**src/rtl/noise_pkg.sv**
```systemverilog
// Shared types and constants for the DDS noise source.
// LFSR geometry, scheduler states and seed sanitising.
package noise_pkg;

    localparam int N     = 14;
    localparam int M     = 12;
    localparam int DIV_W = 8;

    typedef enum logic [1:0] {
        IDLE,
        RUN,
        LOAD,
        RECOVER
    } state_t;

    localparam int TAP0 = N - 1;
    localparam int TAP1 = N - 2;
    localparam int TAP2 = N - 3;
    localparam int TAP3 = 1;

    localparam logic [N-1:0] LOCKUP = '1;

    // All-ones would park the XNOR LFSR forever.
    function automatic logic [N-1:0] sanitize(
        input logic [N-1:0] s
    );
        return (s == LOCKUP) ? '0 : s;
    endfunction

endpackage

```
**src/rtl/noise_sched_if.sv**
```systemverilog
// Valid/ready sample channel from the noise scheduler
// to the waveform mux.
interface noise_sched_if;
    import noise_pkg::*;

    logic         out_valid;
    logic         out_ready;
    logic [M-1:0] noise_out;

    modport master (
        output out_valid,
        output noise_out,
        input  out_ready
    );

    modport slave (
        input  out_valid,
        input  noise_out,
        output out_ready
    );

endinterface

```
**src/rtl/noise_lfsr_core.sv**
```systemverilog
// 14-bit XNOR LFSR with synchronous load.
// Load takes precedence over a step.
module noise_lfsr_core
    import noise_pkg::*;
(
    input  logic         clk,
    input  logic         rst,
    input  logic         step,
    input  logic         load,
    input  logic [N-1:0] load_val,
    output logic [N-1:0] shift
);

    logic fb;

    assign fb = ~(shift[TAP0] ^ shift[TAP1]
                ^ shift[TAP2] ^ shift[TAP3]);

    always_ff @(posedge clk) begin
        if (rst) begin
            shift <= '0;
        end else if (load) begin
            shift <= load_val;
        end else if (step) begin
            shift <= {shift[N-2:0], fb};
        end
    end

endmodule

```
**src/rtl/noise_sched.sv**
```systemverilog
// Noise source scheduler: rate divider / phase-wrap sync,
// seed load, lock-up recovery and sample output register.
module noise_sched
    import noise_pkg::*;
(
    input  logic             clk,
    input  logic             rst,
    input  logic             en,
    input  logic             sync_mode,
    input  logic [DIV_W-1:0] rate,
    input  logic             phase_wrap,
    input  logic             seed_load,
    input  logic [N-1:0]     seed,
    noise_sched_if.master    dout,
    output logic             overrun,
    output logic             lockup
);

    state_t           state;
    logic [DIV_W-1:0] cnt;
    logic             step;
    logic             cap;
    logic             valid_q;
    logic [M-1:0]     data_q;
    logic [N-1:0]     shift;
    logic             locked;
    logic             core_step;
    logic             core_load;
    logic [N-1:0]     core_val;

    assign locked    = (state == RUN) && (shift == LOCKUP);
    // A pending step is dropped if the run is interrupted.
    assign core_step = step && (state == RUN) && en
                       && !locked && !seed_load;
    assign core_load = (state == LOAD) || (state == RECOVER);
    assign core_val  = (state == LOAD) ? sanitize(seed) : '0;

    noise_lfsr_core u_core (
        .clk      (clk),
        .rst      (rst),
        .step     (core_step),
        .load     (core_load),
        .load_val (core_val),
        .shift    (shift)
    );

    assign dout.out_valid = valid_q;
    assign dout.noise_out = data_q;

    always_ff @(posedge clk) begin
        if (rst) begin
            state   <= IDLE;
            cnt     <= '0;
            step    <= 1'b0;
            cap     <= 1'b0;
            valid_q <= 1'b0;
            data_q  <= '0;
            overrun <= 1'b0;
            lockup  <= 1'b0;
        end else if (seed_load) begin
            state <= LOAD;
            cnt   <= '0;
            step  <= 1'b0;
            cap   <= 1'b0;
        end else begin
            cap <= core_step;
            if (cap) begin
                data_q  <= shift[N-1 -: M];
                valid_q <= 1'b1;
                if (valid_q && !dout.out_ready) begin
                    overrun <= 1'b1;
                end
            end else if (valid_q && dout.out_ready) begin
                valid_q <= 1'b0;
            end
            unique case (state)
                IDLE: begin
                    cnt  <= '0;
                    step <= 1'b0;
                    if (en) state <= RUN;
                end
                RUN: begin
                    if (locked) begin
                        state <= RECOVER;
                        step  <= 1'b0;
                        cnt   <= '0;
                    end else if (!en) begin
                        state <= IDLE;
                        step  <= 1'b0;
                        cnt   <= '0;
                    end else if (sync_mode) begin
                        step <= phase_wrap;
                        cnt  <= '0;
                    end else if (cnt >= rate) begin
                        step <= 1'b1;
                        cnt  <= '0;
                    end else begin
                        step <= 1'b0;
                        cnt  <= cnt + 1'b1;
                    end
                end
                LOAD: begin
                    state   <= en ? RUN : IDLE;
                    cnt     <= '0;
                    step    <= 1'b0;
                    valid_q <= 1'b0;
                end
                RECOVER: begin
                    state  <= RUN;
                    step   <= 1'b0;
                    lockup <= 1'b1;
                end
                default: state <= IDLE;
            endcase
        end
    end

endmodule
```
**src/flat_wrapper.sv**
```systemverilog
// flat-port wrapper written by rule: the top's interface ports become plain ports
module noise_sched_flat import noise_pkg::*;
  (clk, rst, en, sync_mode, rate, phase_wrap, seed_load, seed, overrun, lockup, dout_out_valid, dout_noise_out, dout_out_ready);
  noise_sched_if dout_i ();
  input  logic clk;
  input  logic rst;
  input  logic en;
  input  logic sync_mode;
  input  logic [DIV_W-1:0] rate;
  input  logic phase_wrap;
  input  logic seed_load;
  input  logic [N-1:0] seed;
  output logic overrun;
  output logic lockup;
  output wire logic [$bits(dout_i.out_valid)-1:0] dout_out_valid;
  output wire logic [$bits(dout_i.noise_out)-1:0] dout_noise_out;
  input wire logic [$bits(dout_i.out_ready)-1:0] dout_out_ready;
  assign dout_out_valid = dout_i.out_valid;
  assign dout_noise_out = dout_i.noise_out;
  assign dout_i.out_ready = dout_out_ready;
  noise_sched u_core (.clk(clk), .rst(rst), .en(en), .sync_mode(sync_mode), .rate(rate), .phase_wrap(phase_wrap), .seed_load(seed_load), .seed(seed), .dout(dout_i), .overrun(overrun), .lockup(lockup));
endmodule
```
**config.mk**
```make
export PLATFORM = sky130hd
export DESIGN_NAME = noise_sched_flat
export DESIGN_NICKNAME = d
export VERILOG_FILES = /design/src/rtl/noise_pkg.sv /design/src/rtl/noise_sched_if.sv /design/src/rtl/noise_lfsr_core.sv /design/src/rtl/noise_sched.sv /design/src/flat_wrapper.sv
export SDC_FILE = /design/constraint.sdc
export NUM_CORES = 1
export LEC_CHECK = 0
export ABC_AREA = 1
export BUFFER_PORTS_ARGS = -buffer_cell sky130_fd_sc_hd__buf_2
export CAP_MARGIN = 20
export CORE_MARGIN = 2
export CORE_UTILIZATION = 60
export DETAILED_ROUTE_END_ITERATION = 10
export GPL_TIMING_DRIVEN = 0
export PLACE_DENSITY = 0.92
export SLEW_MARGIN = 10
export SYNTH_ARGS = -nofsm -noshare
export SYNTH_HDL_FRONTEND = slang
export SYNTH_SLANG_ARGS = --single-unit
```
**constraint.sdc**
```tcl
create_clock -name clk -period 2.3 [get_ports clk]
set_input_delay 0.115 -clock clk [delete_from_list [all_inputs] [get_ports clk]]
set_output_delay 0.115 -clock clk [all_outputs]
set_load 0.05 [all_outputs]
```
### Word-level counts from Yosys, hierarchy flattened

Index checks and enable logic that the tools add are counted.
Widths: inputs -> output; s select.

* eq/ne operators: 9
* add/sub/neg operators: 1
* mux-type cells: 23
* magnitude comparators: 1
* reduce and logical (&&, ||, !) cells: 24
* bitwise logic cells: 5

Operators with widths (number)
* $mux 14: 4
* $mux 8: 4
* $eq 14x14->1 const B: 2
* $pmux 8 s2: 1
* $reduce_and 2->1: 5
* $add 8x1->8 const B: 1
* $ge 8x8->1: 1
* $mux 1: 8
* $mux 2: 4
* $pmux 2 s4: 1
* $logic_and 1x1->1: 7
* $eq 2x2->1 const B: 2
* $ne 4x3->1 const B: 1
* $reduce_bool 2->1: 2
* $reduce_or 2->1: 2
* $logic_not 1->1: 3
* $ne 3x2->1 const B: 1
* $ne 3x3->1 const B: 1
* $reduce_and 3->1: 1
* $reduce_bool 3->1: 1
* $reduce_or 3->1: 1
* $xor 1x1->1: 3
* $eq 2x1->1 const B: 1
* $logic_not 2->1: 1
* other kinds (4): 5

* logic and storage cells: 73
* register bits: 41
* output and inout port bits: 15
* input port bits: 29

### Depth between registers and ports, before layout

* depth after elaboration: 7
* depth in mapped cells: 12
* gate-level depth less buffers: 12

### Cells and area by module

Synthesis repeated with hierarchy kept, for this count alone.

* cells, all modules: 375
* area, all modules: 2511.2 um2

Modules (own cells, without submodules)
* noise_sched: cells each 258, area an instance 1750.4 um2, instances 1, seq. area each 540.5 um2
* noise_lfsr_core: cells each 117, area an instance 760.7 um2, instances 1, seq. area each 280.3 um2

### Worst setup path before layout

OpenSTA, ideal clock, no wires.

* path type: flip-flop to flip-flop
* from: reg u_core.state[0]
* to: reg u_core.cnt[1]
* arrival time: 1.439 ns
* setup slack: 0.791 ns
* stages on the path, launching flop included: 9
* required time: 2.230 ns
* path buffers: 1
* library setup time: 0.070 ns
* cells stage by stage: dfxtp_1 > inv_1 > ha_1 > buf_2 > nor3_1 > nand2_1 > nor2_2 > nand2_1 > a21oi_1

* cells in the longest elaborated chain, start to end: 4
* elaborated cells on any way between the ends: 8

RTL lines
* start, declared: line noise_sched.sv:19 `state_t state;`
* start signal, assigned: line noise_sched.sv:103 `state <= en ? RUN : IDLE;`
* $eq 2x1->1: line noise_sched.sv:31, noise_sched.sv:76
* $logic_and 1x1->1: line noise_sched.sv:31 `assign locked = (state == RUN) && (shift == LOCKUP);`
* $mux 8: line noise_sched.sv:83 `if (locked) begin`
* $pmux 8 s2: line noise_sched.sv:76 `unique case (state)`
* end signal, assigned: line noise_sched.sv:99 `cnt <= cnt + 1'b1;`
* end, declared: line noise_sched.sv:20 `logic [DIV_W-1:0] cnt;`

Several ways; a longest one is shown, not always the timed one.
A chain may end at the register's enable or synchronous reset.

### Worst setup path in the final report

* from: reg u_core.state[0]
* to: reg u_core.cnt[7]

The elaborated chain is that of the path after synthesis.

==> out/results.tsv <==
stage	metric	value	unit
status	status	finished, final reports clean	
detailed_routing	vias_per_cell	5.280	
floorplanning	coreArea	3716	µm²
detailed_routing	via_count	2487	
logic_synthesis	yosysSeqAreaShare	34.65	%
placed_design	postPlaceCellArea	2644	µm²
logic_synthesis	synth_cells	372	
power_and_ir_drop	cell_internal_pwr	1.145	mW
detailed_routing	wire_per_inst	11.88	µm
hold_path	whs_path_depth	3	
logic_synthesis	synth-simple-area-share	37.19	%
cells_and_area	fin_area	2759	µm²
logic_synthesis	syn_nets	416	
worst_setup_path	crit_path_start	u_core.state[0]	
timing	slew_viol_final	0	
cts	clk_pin_slew	0.08	ns
power_and_ir_drop	clockPowerShare	37.6	%
worst_setup_path	cpMostUsedCell	nand2_1	
cells_and_area	antennaDiodeCount	0	
worst_setup_path	path_delay_family	simple AND/OR/NAND/NOR gates	
logic_synthesis	synth_warnings	0	
floorplanning	die-width	66.83	µm
cts	h-tree-depth	2	
hold_path	min_from	phase_wrap	
cts	root_buffer	clkbuf_8	
worst_setup_path	start_kind	register	
logic_synthesis	ys_ff_latch	41	
power_and_ir_drop	ir_drop	0.3506	mV
power_and_ir_drop	seqPwrFrac	47.9	%
placed_design	gp_congestion	0.8771	
floorplanning	io_pins	44	
logic_synthesis	synth_mux_area_share	0	%
power_and_ir_drop	comb_power_share	14.5	%
power_and_ir_drop	powerDensity	574.4	nW/µm²
cts	post_cts_buffers	0	
timing	worstMarginPinSlew	0.4558	ns
timing	tns	0	ns
cells_and_area	drive_above_1_share	15.84	%
floorplanning	die-area	4466	µm²
power_and_ir_drop	swShare	27.72	%
cells_and_area	nNetsFinal	466	
timing	period_minus_slack	1.886	ns
placed_design	port_buffers	43	
timing	slew_headroom	69.62	%
detailed_routing	antenna_left	0	
detailed_routing	routed_wl	5595	µm
cts	cts_max_path_buffers	2	
worst_setup_path	critPathArrivalTime	2.11	ns
timing	fin_worst_skew	0.003944	ns
floorplanning	die_y	66.83	µm
logic_synthesis	synth_top_family_by_area	simple AND/OR/NAND/NOR gates	
cts	cts_tree	done	
detailed_routing	drc	0	
worst_setup_path	crit_type	reg2reg	
worst_setup_path	path_max_fanout	10	
timing	rsz0062_at_grt	no	
worst_setup_path	crit_chain	inv_1 > ha_1 > buf_2 > nor3_1 > nand2_1 > nor2_2 > nand2_1 > a21oi_1	
hold_path	hp-class	in2reg	
timing	setup_viol	0	
logic_synthesis	synth_edf_count	0	
worst_setup_path	cpPeakStageDelay	0.42	ns
detailed_routing	first_pass_iters	4	
worst_setup_path	cp-end-kind	register	
power_and_ir_drop	switching_power	0.4393	mW
worst_setup_path	cp.buffers_inverters	2	
cts	post_cts_resized	0	
worst_setup_path	worstReg2RegStart	u_core.state[0]	
global_routing	grt_max_degree	15	
logic_synthesis	synth_flop_cell	dfxtp_1	
global_routing	overflow	0	
detailed_routing	first_iter_violations	174	
placed_design	dpl.hpwl	4194	µm
worst_setup_path	r2r_cells	8	
floorplanning	start_util	63.74	%
logic_synthesis	syn_avg_cell_area	6.367	µm²
logic_synthesis	synth_compound_area_share	10.72	%
worst_setup_path	crit_required	2.53	ns
worst_setup_path	worstReg2RegEnd	u_core.cnt[7]	
flow_run	maxCapViolations	0	
logic_synthesis	synth_cell_types	28	
cts	cts_buffers	5	
worst_setup_path	cpMaxStageDelayCell	dfxtp_1	
worst_setup_path	worst-path-stages	8	
global_routing	antenna_found_initial	0	
logic_synthesis	netlist_area	2369	µm²
cts	clk_latency	0.30	ns
timing	finalHoldViolations	0	
timing	fmax	530.3	MHz
global_routing	grt_pass1_vias	2282	
global_routing	grt_usage	28.92	%
logic_synthesis	synth_fa_ha_area_share	7.924	%
worst_setup_path	r2r_slack	0.41	ns
power_and_ir_drop	leakage	1.314	nW
power_and_ir_drop	power	1.585	mW
cells_and_area	fillers	312	
worst_setup_path	crit_path_end	u_core.cnt[7]	
global_routing	grt_first_pass_wirelength	9708	µm
cells_and_area	area_delta_synth_final	16.48	%
logic_synthesis	synth_xor_area_share	1.109	%
cts	clkSinkCount	41	
timing	fin_crit_sh	82.00	%
logic_synthesis	async_flop_share	0	%
floorplanning	placement_rows	22	
cts	cts_hold_buffers	0	
## cell families (layout without fill, tap and decap cells)
| family | Yosys count | after routing |
|---|---|---|
| and+or+nand+nor | 215 | 215 |
| buffers and inverters | 49 | 100 |
| xor gates and xnor gates | 3 | 3 |
| DFF | 41 | 41 |
| AOI/OAI and AO/OA | 49 | 49 |
| adders and majority gates | 15 | 15 |
## power by group through the flow
stage / Clock [mW] / Combinational, mW / Sequential, mW
after floorplan: 0 / 0.158 / 0.769
after global placement: 0 / 0.216 / 0.774
after detailed placement: 0 / 0.225 / 0.776
after CTS: 0.600 / 0.227 / 0.759
after global routing: 0.628 / 0.266 / 0.764
final: 0.596 / 0.229 / 0.760
## worst min path at each step
stage             endpoint  slack [ns]
3_5_place_dp   u_core.step        0.39
2_1_floorplan  u_core.step        0.27
4_1_cts        u_core.step        0.07
5_1_grt        u_core.step        0.12
3_3_place_gp   u_core.step        0.38
6_report       u_core.step        0.09
## synthesized netlist by cell type, drive strengths merged, types with 2 or more instances
| cell type | n | area [µm²] |
|---|---|---|
| inv | 37 | 138.9 |
| xnor2 | 2 | 17.52 |
| nor3b | 2 | 15.01 |
| o21ai | 21 | 105.1 |
| nand3 | 12 | 65.06 |
| ha | 15 | 187.7 |
| clkbuf | 4 | 15.01 |
| nor2 | 89 | 346.6 |
| dfxtp | 41 | 820.8 |
| a21oi | 25 | 125.1 |
| buf | 8 | 45.04 |
| nand3b | 2 | 27.53 |
| nand2 | 107 | 409.1 |
## cell usage in the layout, fill, tap and decap left out, types with 2 or more instances in the layout
| cell | netlist | routed |
|---|---|---|
| clkbuf_1 | 4 | 4 |
| clkbuf_8 | 0 | 5 |
| nand3_1 | 11 | 11 |
| xnor2_1 | 2 | 2 |
| nor2_1 | 84 | 84 |
| o21ai_0 | 20 | 20 |
| nand2_1 | 106 | 106 |
| nor3b_1 | 2 | 2 |
| ha_1 | 15 | 15 |
| a21oi_1 | 25 | 25 |
| inv_1 | 36 | 36 |
| dfxtp_1 | 41 | 41 |
| buf_2 | 6 | 49 |
| nor2_2 | 5 | 5 |
## per-layer routing
metal  vias up  global-route usage, %  part of all wire, %
met5         -                      0                    0
met1      1118                  36.96                   43
met3        14                  5.236                  8.0
li1       1259                      -                    -
met2        96                  47.00                   47
met4         0                  13.52                  2.3
## tightest hold or removal path, cell delays in order
cell and delay [ns]:
buf_2 0.08, o2111ai_1 0.11, inv_1 0.06
## final cells by class
| cell class | count | area (µm²) | area share (%) |
|---|---|---|---|
| timing repair buffer | 43 | 215.2 | 7.800 |
| buffer | 12 | 60.06 | 2.177 |
| sequential | 41 | 820.8 | 29.75 |
| inverter | 37 | 138.9 | 5.034 |
| clock inverter | 3 | 46.29 | 1.678 |
| tap | 48 | 60.06 | 2.177 |
| multi-input combinational | 282 | 1349 | 48.89 |
| clock buffer | 5 | 68.82 | 2.494 |
## registers in the layout, indices dropped and copies added (netlist names)
signal	count
u_core.dout.noise_out	12
u_core.u_core.shift	14
u_core.cnt	8
u_core.overrun	1
u_core.state	2
u_core.cap	1
u_core.dout.out_valid	1
u_core.step	1
u_core.lockup	1
## through the flow
| step | hold WS (ns) | std cells | util (%) | setup WS [ns] |
|---|---|---|---|---|
| CTS | 0.06973 | 471 | 74.24 | 0.4604 |
| global placement | 0.3807 | 463 | 71.14 | 0.5948 |
| floorplan | 0.2723 | 372 | - | 0.7908 |
| finish | 0.09047 | 471 | 74.24 | 0.4141 |
| global route | 0.1163 | 471 | 74.24 | 0.2711 |
| detailed placement | 0.3877 | 463 | 71.14 | 0.4575 |
Note: power is estimated with default switching activity, not from simulation.
